<file path="src/rtl/mos_sweep_seq.sv">
// Bias-sweep sequencer: steps gate/drain DAC codes per enabled channel, settles, measures, streams results.
// Latency: dac_load one cycle after start; per point 1 + settle + meas(>=1) + emit(>=1) + 1 cycles.
// Backpressure: waits in MEAS for meas_ack and holds res_valid/payload in EMIT until res_ready.
module mos_sweep_seq #(
    parameter int NCH  = 4,
    parameter int VG_W = 8,
    parameter int VD_W = 8,
    parameter int DW   = 12,
    parameter int SW   = 16
) (
    input  logic                    clk,
    input  logic                    rst_n,
    input  logic                    start,
    input  logic                    abort,
    input  logic                    cfg_mode,
    input  logic [NCH-1:0]          cfg_ch_mask,
    input  logic [VG_W-1:0]         cfg_vg_start,
    input  logic [VG_W-1:0]         cfg_vg_stop,
    input  logic [VG_W-1:0]         cfg_vg_step,
    input  logic [VD_W-1:0]         cfg_vd_start,
    input  logic [VD_W-1:0]         cfg_vd_stop,
    input  logic [VD_W-1:0]         cfg_vd_step,
    input  logic [SW-1:0]           cfg_settle,
    output logic [NCH-1:0]          ch_sel,
    output logic [VG_W-1:0]         vg_code,
    output logic [VD_W-1:0]         vd_code,
    output logic                    dac_load,
    output logic                    meas_req,
    input  logic                    meas_ack,
    input  logic [DW-1:0]           meas_data,
    output logic                    res_valid,
    input  logic                    res_ready,
    output logic [$clog2(NCH)-1:0]  res_ch,
    output logic [VG_W-1:0]         res_vg,
    output logic [VD_W-1:0]         res_vd,
    output logic [DW-1:0]           res_data,
    output logic                    busy,
    output logic                    done,
    output logic                    err
);

    localparam int CW = $clog2(NCH);

    localparam logic [2:0] S_IDLE   = 3'd0;
    localparam logic [2:0] S_LOAD   = 3'd1;
    localparam logic [2:0] S_SETTLE = 3'd2;
    localparam logic [2:0] S_MEAS   = 3'd3;
    localparam logic [2:0] S_EMIT   = 3'd4;
    localparam logic [2:0] S_NEXT   = 3'd5;

    localparam logic [NCH-1:0] ONE_HOT0 = {{(NCH-1){1'b0}}, 1'b1};

    logic [2:0]      state;
    logic            mode_q;
    logic [NCH-1:0]  mask_q;
    logic [VG_W-1:0] vg_start_q, vg_stop_q, vg_step_q;
    logic [VD_W-1:0] vd_start_q, vd_stop_q, vd_step_q;
    logic [SW-1:0]   settle_q, settle_cnt;
    logic [CW-1:0]   ch_idx;

    logic            first_found, nxt_found;
    logic [CW-1:0]   first_idx, nxt_idx;
    logic [VG_W:0]   vg_sum;
    logic [VD_W:0]   vd_sum;
    logic            vg_adv, vd_adv, inner_adv, outer_adv, cfg_err;

    assign dac_load  = (state == S_LOAD);
    assign meas_req  = (state == S_MEAS);
    assign res_valid = (state == S_EMIT);
    assign busy      = (state != S_IDLE);

    // Lowest enabled channel of the incoming mask, and next enabled channel above the current one
    always_comb begin
        first_found = 1'b0;
        first_idx   = '0;
        nxt_found   = 1'b0;
        nxt_idx     = '0;
        for (int i = NCH - 1; i >= 0; i--) begin
            if (cfg_ch_mask[i]) begin
                first_found = 1'b1;
                first_idx   = CW'(i);
            end
            if (mask_q[i] && (i > int'(ch_idx))) begin
                nxt_found = 1'b1;
                nxt_idx   = CW'(i);
            end
        end
    end

    // Axis advance uses one extra bit so a sum past the code range counts as beyond stop
    assign vg_sum    = {1'b0, vg_code} + {1'b0, vg_step_q};
    assign vd_sum    = {1'b0, vd_code} + {1'b0, vd_step_q};
    assign vg_adv    = (vg_step_q != '0) && (vg_sum <= {1'b0, vg_stop_q});
    assign vd_adv    = (vd_step_q != '0) && (vd_sum <= {1'b0, vd_stop_q});
    assign inner_adv = mode_q ? vd_adv : vg_adv;
    assign outer_adv = mode_q ? vg_adv : vd_adv;
    assign cfg_err   = (cfg_vg_start > cfg_vg_stop) || (cfg_vd_start > cfg_vd_stop);

    // Sweep state machine with registered DAC codes, channel select and result payload
    always_ff @(posedge clk or negedge rst_n) begin
        if (!rst_n) begin
            state      <= S_IDLE;
            mode_q     <= 1'b0;
            mask_q     <= '0;
            vg_start_q <= '0;
            vg_stop_q  <= '0;
            vg_step_q  <= '0;
            vd_start_q <= '0;
            vd_stop_q  <= '0;
            vd_step_q  <= '0;
            settle_q   <= '0;
            settle_cnt <= '0;
            ch_idx     <= '0;
            ch_sel     <= '0;
            vg_code    <= '0;
            vd_code    <= '0;
            res_ch     <= '0;
            res_vg     <= '0;
            res_vd     <= '0;
            res_data   <= '0;
            done       <= 1'b0;
            err        <= 1'b0;
        end else begin
            done <= 1'b0;
            if (abort && (state != S_IDLE)) begin
                state      <= S_IDLE;
                settle_cnt <= '0;
                ch_idx     <= '0;
                ch_sel     <= '0;
                vg_code    <= '0;
                vd_code    <= '0;
                res_ch     <= '0;
                res_vg     <= '0;
                res_vd     <= '0;
                res_data   <= '0;
            end else begin
                case (state)
                    S_IDLE: begin
                        if (start) begin
                            mode_q     <= cfg_mode;
                            mask_q     <= cfg_ch_mask;
                            vg_start_q <= cfg_vg_start;
                            vg_stop_q  <= cfg_vg_stop;
                            vg_step_q  <= cfg_vg_step;
                            vd_start_q <= cfg_vd_start;
                            vd_stop_q  <= cfg_vd_stop;
                            vd_step_q  <= cfg_vd_step;
                            settle_q   <= cfg_settle;
                            err        <= cfg_err;
                            if (cfg_err || !first_found) begin
                                done <= 1'b1;
                            end else begin
                                state   <= S_LOAD;
                                ch_idx  <= first_idx;
                                ch_sel  <= ONE_HOT0 << first_idx;
                                vg_code <= cfg_vg_start;
                                vd_code <= cfg_vd_start;
                            end
                        end
                    end
                    S_LOAD: begin
                        settle_cnt <= '0;
                        state      <= (settle_q == '0) ? S_MEAS : S_SETTLE;
                    end
                    S_SETTLE: begin
                        if (settle_cnt == settle_q - 1'b1) begin
                            state <= S_MEAS;
                        end else begin
                            settle_cnt <= settle_cnt + 1'b1;
                        end
                    end
                    S_MEAS: begin
                        if (meas_ack) begin
                            res_data <= meas_data;
                            res_ch   <= ch_idx;
                            res_vg   <= vg_code;
                            res_vd   <= vd_code;
                            state    <= S_EMIT;
                        end
                    end
                    S_EMIT: begin
                        if (res_ready) begin
                            state <= S_NEXT;
                        end
                    end
                    S_NEXT: begin
                        state <= S_LOAD;
                        if (inner_adv) begin
                            if (mode_q) vd_code <= vd_sum[VD_W-1:0];
                            else        vg_code <= vg_sum[VG_W-1:0];
                        end else if (outer_adv) begin
                            if (mode_q) begin
                                vd_code <= vd_start_q;
                                vg_code <= vg_sum[VG_W-1:0];
                            end else begin
                                vg_code <= vg_start_q;
                                vd_code <= vd_sum[VD_W-1:0];
                            end
                        end else if (nxt_found) begin
                            ch_idx  <= nxt_idx;
                            ch_sel  <= ONE_HOT0 << nxt_idx;
                            vg_code <= vg_start_q;
                            vd_code <= vd_start_q;
                        end else begin
                            state   <= S_IDLE;
                            done    <= 1'b1;
                            ch_idx  <= '0;
                            ch_sel  <= '0;
                            vg_code <= '0;
                            vd_code <= '0;
                        end
                    end
                    default: state <= S_IDLE;
                endcase
            end
        end
    end

endmodule

</file>
<file path="config.mk">
export PLATFORM = sky130hd
export DESIGN_NAME = mos_sweep_seq
export DESIGN_NICKNAME = d
export VERILOG_FILES = /design/src/rtl/mos_sweep_seq.sv
export SDC_FILE = /design/constraint.sdc
export NUM_CORES = 1
export LEC_CHECK = 0
export CORE_MARGIN = 8
export CORE_UTILIZATION = 48
export CTS_CLUSTER_SIZE = 25
export DETAILED_ROUTE_END_ITERATION = 6
export PLACE_DENSITY = 0.77
export SLEW_MARGIN = 20
export SYNTH_ARGS = -nofsm -noshare
export SYNTH_HDL_FRONTEND = slang
export SYNTH_SLANG_ARGS = --single-unit
export TNS_END_PERCENT = 50
</file>
<file path="constraint.sdc">
create_clock -name clk -period 3.5 [get_ports clk]
set_input_delay 0.525 -clock clk [delete_from_list [all_inputs] [get_ports clk]]
set_output_delay 0.525 -clock clk [all_outputs]
set_load 0.01 [all_outputs]
</file>
==> results.md, run 1 <==
* Initial DRC Count at ~510
* Die ar. at about 21000 um^2
* Synth cell types at between 60 and 70
* Power density over the cells at around 1000 nW/um^2
* # rows at 47
* Area leader, netlist: dfrtp_1
* Worst path slowest cell: o311a_1
* Final Skew at between 0.009 and 0.01 ns
* Core Area at roughly 17000 um^2
* Ant diodes at 0
* I/O pins at about 140
* Status: complete, but fails checks
* Max Clock Freq at 276 MHz
* VDD IR max at between 0.0006 and 0.0007 V
* Final Net Count at 1172
* Top_reg_cell synth: dfrtp_1
* Worst hold slack at 0.173 ns
* Grt total ovfl at 0
* Die span in x at 146 um
* CTS tree: built
* Slowest Stage Delay on Critical Path at 0.40 ns
* Clk root buf: clkbuf_16
* Hold crit path type: input port to asynchronous set/reset pin
* Endpoints failing setup at 15
* Sink Count at approximately 140
* Clk_lat worst skew at between 0.4 and 0.5 ns
* Number of enable flip-flop cells after synthesis at 0
* Syn_area_per_cell at roughly 9.5 um^2
* GRT Util Overall at a little over a fifth
* Synth area leaders: dfrtp_1 43%, ha_1 7.7%, mux2_2 7.3%
* Top-area cell type share of the netlist area at between 40 and 50%
* IO Port Bufs at approximately 140
* Layout cell share with drive strength beyond 1 at 18.7%
* TritonCTS Buffers at 17
* First-pass GRT wire length at 37.7 mm
* Pleak at 4.72 nW
* Worst slew pin tran at 0.905 ns
* Vias per Instance at 5.69
* Post-synth ARST share at 100%
* Routed via count at 7204
* DRT Pass-1 Iters at 6
* Initial antenna violation count at 0
* Max_cap viols at 0
* Vias in the first global route at around 7300
* Register area share after synthesis at between 40% and 50%
* Antenna viol nets, final at 0
* Routability cong. at around 0.86
* Arrival @ worst endpoint at approximately 3.9 ns
* Buffer levels on the longest clock path at 2
* CTS H-Tree Depth at 4
* Setup crit start kind: flop
* DR DRC count at 0
* Final worst setup slack at -0.125 ns
* Drt total wl at around 23 mm
* CP cell instances: buf_4 > inv_1 > fa_2 > nand2b_4 > a21oi_4 > buf_4 > a21oi_1 > ha_1 > nand4_1 > o21ai_1 > a21oi_1 > o311a_1 > buf_6 > or2_4 > a21oi_4 > buf_12 > mux2_2
* Min Clock Period, post-route at about 3.6 ns
* Post-synthesis cell area at slightly above 8000 um^2
* Util after Layout at 66.2%
* Slew headroom at between 30 and 40%
* Max FO, Critical Path at 6
* Mapped Cells at between 800 and 900
* RSZ-0062 raised after global routing: true
* Synth Net Count at ~1000
* Worst Path Required at approximately 3.8 ns
* Routed WL per cell at between 15 and 20 um
* Crit path max-delay family: compound AO/OA/AOI/OAI gates
* Synthesis warning total at 0
* Worst-path clk slew at ~0.060 ns
* HPWL Detailed at between 15 and 20 mm
* Top post-synthesis cells by count: 141 x dfrtp_1, 127 x nand2_1, 70 x a21oi_1
* Yosys reg bits at 141
* Critical path buffers and inverters at 5
* Crit path capture type: flop
* Violated checks: negative setup slack
* Initial Util at 49.1%
* Cell with the most instances after synthesis: dfrtp_1
* CP Class: flop to flop
* Area Overhead vs Synth at 34.8%
* Final Hold Fails at 0
* Max-slew violations at 0
* Final period utilization at 104%
* Largest net degree at the start of global routing at 98
* Die Ht at roughly 150 um
==> layout make-up <==
| type | instances | area, um^2 |
|---|---|---|
| Fill cell | 1281 | 5610 |
| Clock buffer | 21 | 470 |
| Sequential cell | 141 | 3530 |
| Tap cell | 220 | 275 |
| Clock inverter | 11 | 92.6 |
| Inverter | 51 | 191 |
| Timing Repair Buffer | 192 | 1880 |
| Multi-Input combinational cell | 630 | 4540 |
==> state kept, by name, summed over array words and instances, names as in the netlist <==
register / flops
res_vg: 8
vd_code: 8
vd_stop_q: 8
vg_stop_q: 8
mode_q: 1
vg_step_q: 8
vd_step_q: 8
settle_q: 16
ch_idx: 2
vd_start_q: 8
res_vd: 8
state: 3
mask_q: 3
ch_sel: 4
done: 1
res_data: 12
vg_start_q: 8
vg_code: 8
settle_cnt: 16
res_ch: 2
err: 1
==> routing by layer <==
layer	up-vias	share of wire, %	track usage (%)
met5	-	0	0
met4	0	2.2	8.19
met3	36	7.0	6.06
met2	229	47	34.7
met1	3506	44	27.7
li1	3433	-	-
==> worst register-to-register path, cell delays in order, from the launching register on <==
cell      delay [ns]
dfrtp_1         0.36
buf_4           0.13
inv_1           0.06
fa_2            0.39
nand2b_4        0.16
a21oi_4         0.13
buf_4           0.12
a21oi_1         0.07
ha_1            0.34
nand4_1         0.16
o21ai_1         0.14
a21oi_1         0.06
o311a_1         0.40
buf_6           0.15
or2_4           0.25
a21oi_4         0.15
buf_12          0.14
mux2_2          0.32
==> cell usage in the layout, fill, tap and decap left out, drive strengths merged, types with 9 or more instances in the layout <==
cell	netlist	final
nand2	127	127
inv	51	51
o21ai	68	68
nor2	51	51
xor2	9	9
o31ai	18	18
xnor2	22	22
clkbuf	34	21
ha	50	50
a21oi	73	73
nor4	9	9
mux2	53	53
a221oi	18	18
buf	3	51
dfrtp	141	141
nand4	12	12
clkdlybuf4s50	0	141
or3	12	12
a21o	9	9
nand3	11	11
==> metrics by stage <==
step                      total power, mW  setup WS [ns]  instances  area [um^2]  setup TNS, ns
after global placement               8.30        -0.0412       1225        10100         -0.498
after CTS                            10.9        -0.0916       1263        10800          -1.14
after floorplan                      6.35        0.00242        859         8190              0
after detailed placement             8.48         -0.253       1225        10100          -4.43
after global routing                 12.2         -0.247       1266        11000          -4.28
final                                11.5         -0.125       1266        11000          -1.05
==> final timing paths <==
| kind | startpoint | end | slack, ns | depth (start not counted) |
|---|---|---|---|---|
| worst max-delay path | vd_code[1] | ch_sel[2] | -0.13 | 17 |
| worst min-delay path | rst_n | vg_step_q[2] | 0.17 | 1 |
| worst max register to register | vd_code[1] | ch_sel[2] | -0.13 | 17 |
| worst min register to register | ch_sel[0] | ch_sel[0] | 0.51 | 1 |
| max in group asynchronous | rst_n | settle_cnt[2] | 2.52 | 2 |
| min in group clk | ch_sel[0] | ch_sel[0] | 0.51 | 1 |
==> kinds of logic (layout without fill, tap and decap cells) <==
| family | count (synthesis) | count (layout) | share of synthesized area (%) |
|---|---|---|---|
| AOI/OAI and AO/OA | 228 | 228 | 17.8 |
| and+or+nand+nor | 263 | 263 | 15.3 |
| xor gates and xnor gates | 31 | 31 | 3.33 |
| adders and majority gates | 52 | 52 | 8.18 |
| DFF | 141 | 141 | 43.3 |
| muxes | 56 | 56 | 7.70 |
| buffers and inverters | 88 | 275 | 4.38 |
==> repair_timing <==
action	4_1_cts	5_1_grt
pin swaps	20	18
resized for setup	35	18
hold buffers	0	0
setup buffers	8	3
setup endpoints to repair	24	24
hold endpoints to repair	0	0
cloned	0	0
==> where the power goes <==
group / leakage (nW) / internal (mW) / switching (mW)
Combinational: 2.66 / 3.32 / 3.64
Sequential: 1.79 / 2.23 / 0.578
Clock: 0.267 / 1.02 / 0.679
(Power assumes the default switching activity.)
==> inputs of run 2 (changes only) <==
- ABC_AREA: default -> 1
- CORE_ASPECT_RATIO: default -> 1.5
- CORE_UTILIZATION: 48 -> 50
- PLACE_DENSITY: 0.77 -> 0.78
==> run 2 against run 1 <==
  * The flow now finishes without violations
  * Critical path depth up 9
  * Routed wire length up 22%
  * Sequential power about the same
  * Via count up 25%
  * Flip-flop and latch count unchanged
  * Fmax up 5.6%
  * Register-to-register slack better by 0.19 ns
  * Largest cell class unchanged
  * Global-route usage up 3.0 points
==> results.md, run 2 <==
* Power density over the cells at 1170 nW/um^2
* Post-synthesis cell area at between 9000 and 10000 um^2
* IO Port Bufs at 142
* Synthesis warning total at 0
* Clk root buf: clkbuf_16
* Mux cell area share after synthesis at 3.29%
* Pleak at about 5.8 nW
* Crit path launch: vd_step_q[0]
* Synth cell types at 45
* Max Clock Freq at 291 MHz
* Drt total wl at 28.4 mm
* CTS tree: built
* Routed via count at roughly 9000
* Top-area cell type share of the netlist area at 38.9%
* Clk_lat worst skew at 0.43 ns
* Initial antenna violation count at 0
* Crit path max-delay family: simple AND/OR/NAND/NOR gates
* Layout cell share with drive strength beyond 1 at 15.5%
* Max_cap viols at 0
* TritonCTS Buffers at 17
* Synth Area in XOR/XNOR at between 2 and 3%
* Mapped Cells at roughly 1200
* Most frequent cells in the layout: 295 x nand2_1, 141 x dfrtp_1, 141 x clkdlybuf4s50_1
* Syn_area_per_cell at around 7.5 um^2
* Synth Area in Compound Gates at under 10%
* Top Registers: settle_cnt x16, settle_q x16, res_data x12
* Seq. cell area at 3530 um^2
* Synth Net Count at 1355
* Worst hold slack at 0.0456 ns
* Vias in the first global route at 9034
* Area leader, netlist: dfrtp_1
* Worst R2R Start: vd_step_q[0]
* Sink Count at 141
* Largest net degree at the start of global routing at between 50 and 60
* Max-slew violations at 0
* Vias per Instance at 5.50
* DRT Pass-1 Iters at 5
* Number of enable flip-flop cells after synthesis at 0
* Area Overhead vs Synth at 32.2%
* Grt total ovfl at 0
* Most common cell after layout, fill and taps aside: nand2_1
* Main combinational cell family by area after synthesis: simple AND/OR/NAND/NOR gates
* Endpoints failing setup at 0
* Area of the multi-input gates at slightly above 5000 um^2
* Routability cong. at between 0.9 and 1
* Slowest Stage Delay on Critical Path at roughly 0.38 ns
* Die span in x at roughly 130 um
* RSZ-0062 raised after global routing: true
* # rows at 60
* Post-Synth Adder-Cell Area at around 7.3%
* Hold-fix buffer count after cts at 0
* Buffer levels on the longest clock path at 2
* Hold crit path type: input port to asynchronous set/reset pin
* Worst slew pin tran at between 0.6 and 0.7 ns
* Final Net Count at roughly 1500
* Synth area leaders: dfrtp_1 39%, nand2_1 13%, nand3_1 7.9%
* Setup crit start kind: flop
* Worst Path Required at approximately 3.9 ns
* CP Class: flop to flop
* CTS H-Tree Depth at 4
* Arrival @ worst endpoint at between 3 and 4 ns
* Final Power at 14.0 mW
* Die Ht at between 150 and 200 um
* I/O pins at 143
* Max FO, Critical Path at 7
* Top post-synthesis cells by count: 313 x nand2_1, 143 x nand3_1, 141 x dfrtp_1
* Final period utilization at a little under 100%
* Crit path capture type: flop
* Fillers at between 1500 and 2000
* HPWL Detailed at 21.9 mm
* Synth Area in Simple Gates at between 30% and 40%
* Post-synth ARST share at 100%
* Antenna viol nets, final at 0
* Cell with the most instances after synthesis: nand2_1
* Initial Util at approximately 51%
* VDD IR max at roughly 0.0008 V
* Final Hold Fails at 0
* Worst-path clk slew at ~0.07 ns
* Worst path slowest cell: dfrtp_1
* Min Clock Period, post-route at around 3.4 ns
* Top_reg_cell synth: dfrtp_1
* Slew headroom at 57.6%
* Initial DRC Count at 488
* Register area share after synthesis at about two fifths
* Status: finished, final reports clean
* DR DRC count at 0
* Critical path buffers and inverters at 6
* GRT Util Overall at between 20% and 30%
* Ant diodes at 0
* Routed WL per cell at ~17 um
* First-pass GRT wire length at approximately 45 mm
* Die ar. at approximately 23000 um^2
* Most used cell, CP: nand2_1
* Yosys reg bits at 141
* Core Area at approximately 18000 um^2
* Setup slack, reg-to-reg at about 0.068 ns
* Final Skew at between 0.01 and 0.015 ns
==> run 2: path summary, 6_finish.rpt <==
kind                            cells after the start            to
worst max-delay path                               26    vg_code[6]
worst min-delay path                                1  settle_q[13]
worst max register to register                     26    vg_code[6]
worst min register to register                      2  vg_stop_q[1]
max in group asynchronous                           2     res_vg[1]
min in group clk                                    2  vg_stop_q[1]
==> run 2: power by group <==
part / total (mW) / switching [mW] / internal [mW]
clock network: 1.81 / 0.787 / 1.02
logic: 9.42 / 5.43 / 3.99
registers: 2.82 / 0.532 / 2.28
total: 14.0 / 6.75 / 7.30
==> run 2: cell families (layout without fill, tap and decap cells) <==
logic type,count (synthesis),in the layout
AOI/OAI and AO/OA,155,155
DFF,141,141
and+or+nand+nor,629,629
adders and majority gates,52,52
muxes,27,27
buffers and inverters,185,383
xor gates and xnor gates,27,27
==> run 2: final cells by class <==
type | instances | area share [%]
well taps | 217 | 2.27
clock buffers | 18 | 3.67
clock inverters | 14 | 1.24
flip-flops and latches | 141 | 29.4
inverters | 145 | 4.58
multi-input cells | 890 | 42.4
repair buffers | 206 | 16.4
==> run 2: routing by layer <==
layer  up-vias  GRT usage (%)  wire [um]
li1       4342              -          -
met1      4254           24.3      10000
met2       281           47.6      15800
met3       100           3.63        943
met4         0           15.3       1620
met5         -              0          0
==> run 2: what timing repair did <==
action / 4_1_cts / 5_1_grt
endpoints found under the setup margin: 5 / 24
pin swaps: 2 / 23
resized for setup: 2 / 63
gates cloned: 0 / 1
buffers inserted: 1 / 5
==> run 2: metrics by stage <==
stage	instance area [um^2]	TNS (ns)	worst slack, ns	instances	utilization [%]
6_report	12000	0	0.0677	1631	67.1
5_1_grt	12000	-1.97	-0.151	1631	67.1
4_1_cts	11700	0	0.0161	1625	65.3
3_5_place_dp	11100	-0.0492	-0.0492	1592	61.9
3_3_place_gp	11100	0	0.0310	1592	61.9
2_1_floorplan	9060	0	0.336	1216	-
